==> config.mk <==
export PLATFORM = sky130hd
export DESIGN_NAME = multicycle_sequencer
export DESIGN_NICKNAME = d
export VERILOG_FILES = /design/src/rtl/proc_pkg.sv /design/src/rtl/op_decoder.sv /design/src/rtl/multicycle_sequencer.sv
export SDC_FILE = /design/constraint.sdc
export NUM_CORES = 1
export LEC_CHECK = 0
export ABC_CLOCK_PERIOD_IN_PS = 4400
export CAP_MARGIN = 20
export CELL_PAD_IN_SITES_DETAIL_PLACEMENT = 2
export CELL_PAD_IN_SITES_GLOBAL_PLACEMENT = 2
export CORE_ASPECT_RATIO = 2
export CORE_MARGIN = 2
export CORE_UTILIZATION = 25
export CTS_BUF_LIST = sky130_fd_sc_hd__clkbuf_8
export DETAILED_ROUTE_END_ITERATION = 10
export PLACE_DENSITY_LB_ADDON = 0.1
export SETUP_SLACK_MARGIN = 0.02
export SYNTH_ARGS = -nofsm -noshare
export SYNTH_HDL_FRONTEND = slang
export SYNTH_SLANG_ARGS = --single-unit
==> constraint.sdc <==
create_clock -name clk -period 4.4 [get_ports clk]
set_input_delay 0.88 -clock clk [delete_from_list [all_inputs] [get_ports clk]]
set_output_delay 0.88 -clock clk [all_outputs]
set_load 0.02 [all_outputs]
==> src/rtl/proc_pkg.sv <==
// Shared encodings for the multicycle sequencer: FSM states, instruction opcodes,
// ALU0 operation codes, PC source selects and the decoded instruction classes.
package proc_pkg;

    typedef enum logic [2:0] {
        ST_IDLE   = 3'd0,
        ST_FETCH  = 3'd1,
        ST_DECODE = 3'd2,
        ST_EXEC   = 3'd3,
        ST_MEM    = 3'd4,
        ST_WB     = 3'd5,
        ST_HALT   = 3'd6
    } state_e;

    localparam logic [3:0] OP_AND = 4'd0;
    localparam logic [3:0] OP_OR  = 4'd1;
    localparam logic [3:0] OP_ADD = 4'd2;
    localparam logic [3:0] OP_SUB = 4'd6;
    localparam logic [3:0] OP_SLT = 4'd7;
    localparam logic [3:0] OP_LW  = 4'd8;
    localparam logic [3:0] OP_SW  = 4'd10;
    localparam logic [3:0] OP_BNE = 4'd14;
    localparam logic [3:0] OP_J   = 4'd15;

    localparam logic [2:0] ALU_AND  = 3'd0;
    localparam logic [2:0] ALU_OR   = 3'd1;
    localparam logic [2:0] ALU_UADD = 3'd2;
    localparam logic [2:0] ALU_SADD = 3'd4;
    localparam logic [2:0] ALU_SSUB = 3'd5;
    localparam logic [2:0] ALU_SLT  = 3'd7;

    localparam logic [1:0] PC_SEQ    = 2'b00;
    localparam logic [1:0] PC_BRANCH = 2'b01;
    localparam logic [1:0] PC_JUMP   = 2'b10;

    typedef enum logic [2:0] {
        CLS_ALU = 3'd0,
        CLS_LW  = 3'd1,
        CLS_SW  = 3'd2,
        CLS_BNE = 3'd3,
        CLS_J   = 3'd4
    } op_class_e;

endpackage

==> src/rtl/op_decoder.sv <==
// Combinational opcode decoder: legality, instruction class and the ALU0 code used in EXEC.
module op_decoder
    import proc_pkg::*;
(
    input  logic [3:0] opcode_i,
    output logic       legal_o,
    output logic [2:0] cls_o,
    output logic [2:0] alu_op_o
);

    always_comb begin
        // NOTE: every output gets a default before the case so no path can infer a latch.
        legal_o  = 1'b1;
        cls_o    = CLS_ALU;
        alu_op_o = ALU_AND;
        case (opcode_i)
            OP_AND: alu_op_o = ALU_AND;
            OP_OR:  alu_op_o = ALU_OR;
            OP_ADD: alu_op_o = ALU_SADD;
            OP_SUB: alu_op_o = ALU_SSUB;
            OP_SLT: alu_op_o = ALU_SLT;
            OP_LW: begin
                cls_o    = CLS_LW;
                alu_op_o = ALU_UADD;
            end
            OP_SW: begin
                cls_o    = CLS_SW;
                alu_op_o = ALU_UADD;
            end
            OP_BNE: begin
                cls_o    = CLS_BNE;
                alu_op_o = ALU_SLT;
            end
            OP_J:    cls_o   = CLS_J;
            default: legal_o = 1'b0;
        endcase
    end

endmodule

==> src/rtl/multicycle_sequencer.sv <==
// Multicycle control sequencer: FETCH/DECODE/EXEC/MEM/WB FSM with halt on illegal
// opcode or data-memory timeout, plus a wrapping count of retired instructions.
module multicycle_sequencer
    import proc_pkg::*;
#(
    parameter int MEM_WAIT_MAX = 8
) (
    input  logic        clk,
    input  logic        clear,
    input  logic        run,
    input  logic [3:0]  opcode,
    input  logic        eq,
    input  logic        mem_ready,
    output logic        ir_write,
    output logic        pc_write,
    output logic        reg_load,
    output logic        mem_read,
    output logic        mem_write,
    output logic [1:0]  pc_src,
    output logic [2:0]  alu_op,
    output logic        m0_sel,
    output logic        m1_sel,
    output logic [2:0]  state,
    output logic        halted,
    output logic        illegal,
    output logic        timeout,
    output logic [15:0] retired
);

    localparam int                WAIT_W    = $clog2(MEM_WAIT_MAX + 1);
    localparam logic [WAIT_W-1:0] WAIT_LAST = WAIT_W'(MEM_WAIT_MAX - 1);
    localparam logic [WAIT_W-1:0] WAIT_ONE  = WAIT_W'(1);

    state_e            state_q, state_d;
    logic [3:0]        op_q, op_d;
    logic [WAIT_W-1:0] wait_q, wait_d;
    logic [15:0]       retired_q, retired_d;
    logic              illegal_q, illegal_d;
    logic              timeout_q, timeout_d;

    logic [3:0]        dec_opcode;
    logic              dec_legal;
    logic [2:0]        dec_cls;
    logic [2:0]        dec_alu_op;

    // DECODE judges the live opcode; every later state works from the latched copy.
    assign dec_opcode = (state_q == ST_DECODE) ? opcode : op_q;

    op_decoder u_op_decoder (
        .opcode_i (dec_opcode),
        .legal_o  (dec_legal),
        .cls_o    (dec_cls),
        .alu_op_o (dec_alu_op)
    );

    always_ff @(posedge clk or negedge clear) begin
        if (!clear) begin
            state_q   <= ST_IDLE;
            op_q      <= '0;
            wait_q    <= '0;
            retired_q <= '0;
            illegal_q <= 1'b0;
            timeout_q <= 1'b0;
        end else begin
            // NOTE: non-blocking assignments so every register samples pre-edge values.
            state_q   <= state_d;
            op_q      <= op_d;
            wait_q    <= wait_d;
            retired_q <= retired_d;
            illegal_q <= illegal_d;
            timeout_q <= timeout_d;
        end
    end

    always_comb begin
        state_d   = state_q;
        op_d      = op_q;
        wait_d    = '0;
        illegal_d = illegal_q;
        timeout_d = timeout_q;
        case (state_q)
            ST_IDLE:  if (run) state_d = ST_FETCH;
            ST_FETCH: state_d = run ? ST_DECODE : ST_IDLE;
            ST_DECODE: begin
                op_d = opcode;
                if (dec_legal) begin
                    state_d = ST_EXEC;
                end else begin
                    state_d   = ST_HALT;
                    illegal_d = 1'b1;
                end
            end
            ST_EXEC: begin
                case (dec_cls)
                    CLS_ALU:        state_d = ST_WB;
                    CLS_LW, CLS_SW: state_d = ST_MEM;
                    default:        state_d = ST_FETCH;
                endcase
            end
            ST_MEM: begin
                // A ready on the last allowed wait cycle still completes the access.
                if (mem_ready) begin
                    state_d = (dec_cls == CLS_LW) ? ST_WB : ST_FETCH;
                end else if (wait_q == WAIT_LAST) begin
                    state_d   = ST_HALT;
                    timeout_d = 1'b1;
                end else begin
                    wait_d = wait_q + WAIT_ONE;
                end
            end
            ST_WB:   state_d = ST_FETCH;
            ST_HALT: state_d = ST_HALT;
            default: state_d = ST_IDLE;
        endcase
    end

    always_comb begin
        ir_write  = 1'b0;
        pc_write  = 1'b0;
        reg_load  = 1'b0;
        mem_read  = 1'b0;
        mem_write = 1'b0;
        pc_src    = PC_SEQ;
        alu_op    = ALU_AND;
        m0_sel    = 1'b0;
        m1_sel    = 1'b0;
        case (state_q)
            ST_FETCH: ir_write = run;
            ST_EXEC: begin
                alu_op = dec_alu_op;
                m0_sel = (dec_cls == CLS_LW) || (dec_cls == CLS_SW);
                if (dec_cls == CLS_BNE) begin
                    pc_write = 1'b1;
                    pc_src   = eq ? PC_SEQ : PC_BRANCH;
                end else if (dec_cls == CLS_J) begin
                    pc_write = 1'b1;
                    pc_src   = PC_JUMP;
                end
            end
            ST_MEM: begin
                alu_op    = ALU_UADD;
                m0_sel    = 1'b1;
                mem_read  = (dec_cls == CLS_LW);
                mem_write = (dec_cls == CLS_SW);
                pc_write  = (dec_cls == CLS_SW) && mem_ready;
            end
            ST_WB: begin
                reg_load = 1'b1;
                pc_write = 1'b1;
                m1_sel   = (dec_cls != CLS_LW);
            end
            default: ;
        endcase
    end

    assign retired_d = retired_q + {15'd0, pc_write};

    assign state   = state_q;
    assign halted  = (state_q == ST_HALT);
    assign illegal = illegal_q;
    assign timeout = timeout_q;
    assign retired = retired_q;

endmodule

==> results of run 1 <==
through the flow:
| stage | util, % | worst slack, ps |
|---|---|---|
| after floorplan | - | 1512 |
| after global placement | 33.66 | 720.1 |
| after detailed placement | 33.66 | 666.4 |
| after CTS | 35.90 | 648.0 |
| after global routing | 35.90 | 613.4 |
| final | 35.90 | 655.6 |
registers in the layout (all words and copies together) (netlist names):
register / flops
timeout: 1
op_q: 4
wait_q: 4
retired: 16
illegal: 1
state: 3
worst max path at each step:
stage	startpoint	end	cells after the start
4_1_cts	opcode[2]	alu_op[0]	5
3_3_place_gp	opcode[0]	alu_op[0]	5
5_1_grt	opcode[1]	alu_op[0]	5
3_5_place_dp	opcode[2]	alu_op[0]	5
2_1_floorplan	opcode[1]	alu_op[0]	3
6_report	opcode[2]	alu_op[0]	5
report_power, final:
| part | internal, uW | total [uW] | switching, uW |
|---|---|---|---|
| sequential | 266 | 267 | 0 |
| combinational | 7.89 | 17.7 | 9.80 |
| clock | 225 | 335 | 110 |
| total | 499 | 619 | 120 |
per-layer routing:
layer	up-vias	share of wire (%)	global-route usage [%]
met5	-	0	0
met4	0	1.8	6.364
met2	31	60	29.82
li1	617	-	-
met1	638	34	13.77
met3	6	4.1	3.616
worst max-delay path, stage by stage:
cell             delay [ps]
clkdlybuf4s50_1         490
or3b_2                  480
and3_1                  200
nor3_1                  180
clkdlybuf4s50_1         640
cells in the mapped netlist, types with 2 or more instances:
master,instances,area [um2]
mux2_4,2,30.03
nor2b_1,3,18.77
inv_1,6,22.52
and2_1,2,12.51
and3_1,3,18.77
o21ai_0,5,25.02
buf_2,2,10.01
nand2_1,12,45.04
nand2b_1,3,18.77
nand3_1,11,55.05
clkbuf_1,2,7.510
xor2_1,12,105.1
nor4_1,6,37.54
nor3b_1,3,22.52
nor2_1,7,26.28
nor3_1,6,30.03
dfrtp_1,29,725.7
a21o_1,2,15.01
ha_1,3,37.54
nand4_1,6,37.54
xnor2_1,4,35.03
layout by cell type, fill, tap and decap left out, types with 2 or more instances in the layout:
cell	synthesis	layout
nand4_1	6	6
nor3b_1	3	3
xnor2_1	4	4
a21o_1	2	2
and3_1	3	3
clkbuf_8	0	5
inv_1	6	6
nand2_1	12	12
nor4_1	6	6
mux2_4	2	2
ha_1	3	3
nor2b_1	3	3
xor2_1	12	12
clkdlybuf4s50_1	0	42
nand2b_1	3	3
dfrtp_1	29	29
nor2_1	7	7
bufinv_16	0	2
nand3_1	11	11
o21ai_0	5	5
and2_1	2	2
nor3_1	6	6
cell families (layout without fill, tap and decap cells):
family / after synthesis / count (layout) / share of synthesized area, %
AND/OR/NAND/NOR: 71 / 71 / 27.30
flip-flops: 29 / 29 / 47.54
XOR/XNOR: 16 / 16 / 9.180
AO/OA/AOI/OAI: 15 / 15 / 6.803
buffers and inverters: 11 / 57 / 3.361
adder cells (fa/ha/maj): 4 / 4 / 3.115
multiplexers: 3 / 3 / 2.705
final cells by class:
cell class | count | area [um2] | area share [%]
clock buffers | 5 | 68.82 | 3.218
repair buffers | 43 | 427.9 | 20.01
inverters | 6 | 22.52 | 1.053
clock inverters | 3 | 65.06 | 3.043
flip-flops and latches | 29 | 725.7 | 33.94
multi-input cells | 109 | 749.5 | 35.05
well taps | 63 | 78.83 | 3.686
==> metrics.txt, run 1 <==
layout cell share with drive strength beyond 1 7.692%; first-pass GRT wire length 7603 um; post-synthesis sequential area ratio 47.54%; worst hold endpoint timeout; worst reg-to-reg path cell count 8; #FFs+latches synth 29; Pwr Density 289.6 nW/um2; Post-synth EDFFs 0; overall die area 6785 um2; Post-Synthesis Net Count 161; LEAKAGE 0.0009821 uW; Post-synth top flop dfrtp_1; worst hold path type flip-flop to flip-flop; initial antenna violation count 0; # resized after CTS 0; Netlist cell types 41; Core ar. 5956 um2; Synth Cell Area 1526 um2; status completed; vias in the first global route 1,471; Max Freq 0.2671 GHz; CP arrival 2860 ps; beginning of the worst register-to-register path state[2]; DPL Wire Length 3687 um; PortBufs 42; Synth Instances 149; largest net degree at the start of global routing 30; Setup Skew 8.705 ps; relative slew slack 62.56%; Max Fanout on Critical Path 5; initial DRC count 19; worst-margin pin slew 560.3 ps; CTS tree built; yosys warns 0; Site Rows 40; Min Clock Period, post-route 3744 ps; Post-synth ARST share 100.0%; R2R setup slack 1680 ps; Finished Cell Area 2138 um2; GRT Total Usage 15.21%; max-cap viol count 0; total gr overflow 0; Routed Antenna Nets 0; Final Power 619.2 uW; Setup crit start kind primary input; CTS Sinks 29; Starting Density 25.63%; hold buffer count at cts 0; number of H-tree branching levels 2; Crit Path Class primary input to primary output; Clock Tree Root clkbuf_8; Worst Setup End Kind primary output; # fillers 671; Vias/cell 5.008; Num CTS Buffers 5; Hold Startpoint timeout; Die Wd 59.26 um; fin nets 206; Layout Cells excl Fill 258; Avg WL per Cell 18.40 um; Syn-to-layout area delta 40.08%; hold slack 462.0 ps; # diodes 0; Total Wirelength 4747 um; via count 1,292; latest clock arrival within the worst-skew pair 290 ps; crit share post-route 85.10%; Max Slew Vio Count 0; Req. time, crit path 3520 ps; Hold Path Stages 1; dpl cell area 2004 um2; Placed Cells 250; num ports 43; Final Hold Fails 0; die height 114.5 um; clock slew at reported path FFs 60 ps; Clock Path Buffers 2; worst reg2reg endpoint retired[12]; syn avg cell area 10.24 um2; setup bufs post-CTS 0; RSZ-0062 raised after global routing no; drt drc 0; setup TNS 0 ps; Peak VDD IR 0.0001243 V; setup violators final 0; First-pass DRT Iterations 3; Placer Congestion 0.8024
No activity file was read; power rests on OpenSTA's default activity.
==> run 2, diff against run 1 <==
--- a/config.mk
+++ b/config.mk
@@ -15,6 +15,7 @@
 export CTS_BUF_LIST = sky130_fd_sc_hd__clkbuf_8
 export DETAILED_ROUTE_END_ITERATION = 10
 export PLACE_DENSITY_LB_ADDON = 0.1
+export RECOVER_POWER = 50
 export SETUP_SLACK_MARGIN = 0.02
 export SYNTH_ARGS = -nofsm -noshare
 export SYNTH_HDL_FRONTEND = slang
==> metrics.txt, run 2 (same netlist as run 1, synthesis figures left out) <==
status complete, but fails checks; failing checks max-capacitance violations, max-slew violations; CTS tree built; Clock Path Buffers 2; Placer Congestion 0.8024; die height 114.5 um; Internal 498.4 uW; Core ar. 5956 um2; Hold Path Stages 1; switching share of power 19.35%; total gr overflow 0; Min Clock Period, post-route 3860 ps; crit share post-route 87.73%; hold buffer count at cts 0; num ports 43; Avg WL per Cell 18.43 um; worst-margin pin slew 1612 ps; Total Wirelength 4754 um; overall die area 6785 um2; Clock Tree Root clkbuf_8; CP arrival 2980 ps; number of H-tree branching levels 2; drt drc 0; Hold Startpoint timeout; clock power share 54.2%; latest clock arrival within the worst-skew pair 290 ps; Routed Antenna Nets 0; LEAKAGE 0.0009768 uW; PortBufs 42; Syn-to-layout area delta 38.44%; max-cap viol count 1; GRT Total Usage 15.21%; First-pass DRT Iterations 3; first-pass GRT wire length 7603 um; layout cell share with drive strength beyond 1 5.641%; Largest register FFs 16; setup violators final 0; setup TNS 0 ps; CTS Sinks 29; Pwr Density 292.4 nW/um2; hold slack 458.0 ps; Crit Path Class primary input to primary output; setup bufs post-CTS 0; worst reg-to-reg path cell count 8; Worst Setup End Kind primary output; Final Hold Fails 0; Setup Skew 8.101 ps; worst reg2reg endpoint retired[12]; Site Rows 40; beginning of the worst register-to-register path state[2]; Seq pwr share 43.1%; largest net degree at the start of global routing 30; leading cell type in the layout, fill and taps excluded clkdlybuf4s50_1; fin nets 206; Max Fanout on Critical Path 5; via count 1,303; relative slew slack -7.475%; RSZ-0062 raised after global routing no; Starting Density 25.63%; clock slew at reported path FFs 60 ps; vias in the first global route 1,471; Layout Cells excl Fill 258; Max Slew Vio Count 30; Req. time, crit path 3520 ps; switching power 119.6 uW; commonest cells after routing, fill and taps aside clkdlybuf4s50_1, dfrtp_1, nand2_1, xor2_1, nand3_1; Max Freq 0.2591 GHz; # diodes 0; R2R setup slack 1740 ps; worst hold endpoint timeout; worst hold path type flip-flop to flip-flop; Combinational Power Share 2.7%; Vias/cell 5.050; Die Wd 59.26 um; Placed Cells 250; Setup crit start kind primary input; initial antenna violation count 0; Peak VDD IR 0.0001244 V; DPL Wire Length 3687 um; initial DRC count 22; # resized after CTS 0; Num CTS Buffers 5
-- run 2: worst max-delay path, stage by stage --
cell,delay (ps)
dlygate4sd3_1,610
or3b_2,470
and3_1,200
nor3_1,180
clkdlybuf4s50_1,640
-- run 2: final cells by class --
cell class | instances | area, um2
Clock buffer | 5 | 68.82
Fill cell | 675 | 3842
Inverter | 6 | 22.52
Multi-Input combinational cell | 109 | 728.2
Sequential cell | 29 | 725.7
Tap cell | 63 | 78.83
Clock inverter | 3 | 65.06
Timing Repair Buffer | 43 | 424.2
-- run 2: worst max path at each step --
stage | startpoint | end | cells after the start
after floorplan | opcode[1] | alu_op[0] | 3
after global placement | opcode[0] | alu_op[0] | 5
after detailed placement | opcode[2] | alu_op[0] | 5
after CTS | opcode[2] | alu_op[0] | 5
after global routing | state[2] | m1_sel | 4
final | opcode[2] | alu_op[0] | 5
-- run 2: through the flow --
stage | total power (uW) | setup WS (ps) | util (%) | cell area (um2)
detailed placement | 289.9 | 666.4 | 33.66 | 2004
CTS | 632.4 | 648.0 | 35.90 | 2138
global route | 643.3 | 416.8 | 35.48 | 2113
floorplan | 273.3 | 1512 | - | 1526
global placement | 289.2 | 720.1 | 33.66 | 2004
finish | 618.0 | 539.8 | 35.48 | 2113
-- run 2: power by group through the flow --
stage	Clock, uW	Sequential (uW)	Combinational (uW)
after floorplan	0	272	1.69
after global placement	0	272	17.7
after detailed placement	0	272	18.3
after CTS	348	266	18.5
after global routing	358	266	18.7
final	335	267	16.6
-- run 2: routing by layer --
layer	track usage [%]	vias up	wire length [um]
met2	29.82	31	2851
met5	0	-	0
met4	6.364	0	85
met1	13.77	647	1621
li1	-	619	-
met3	3.616	6	195
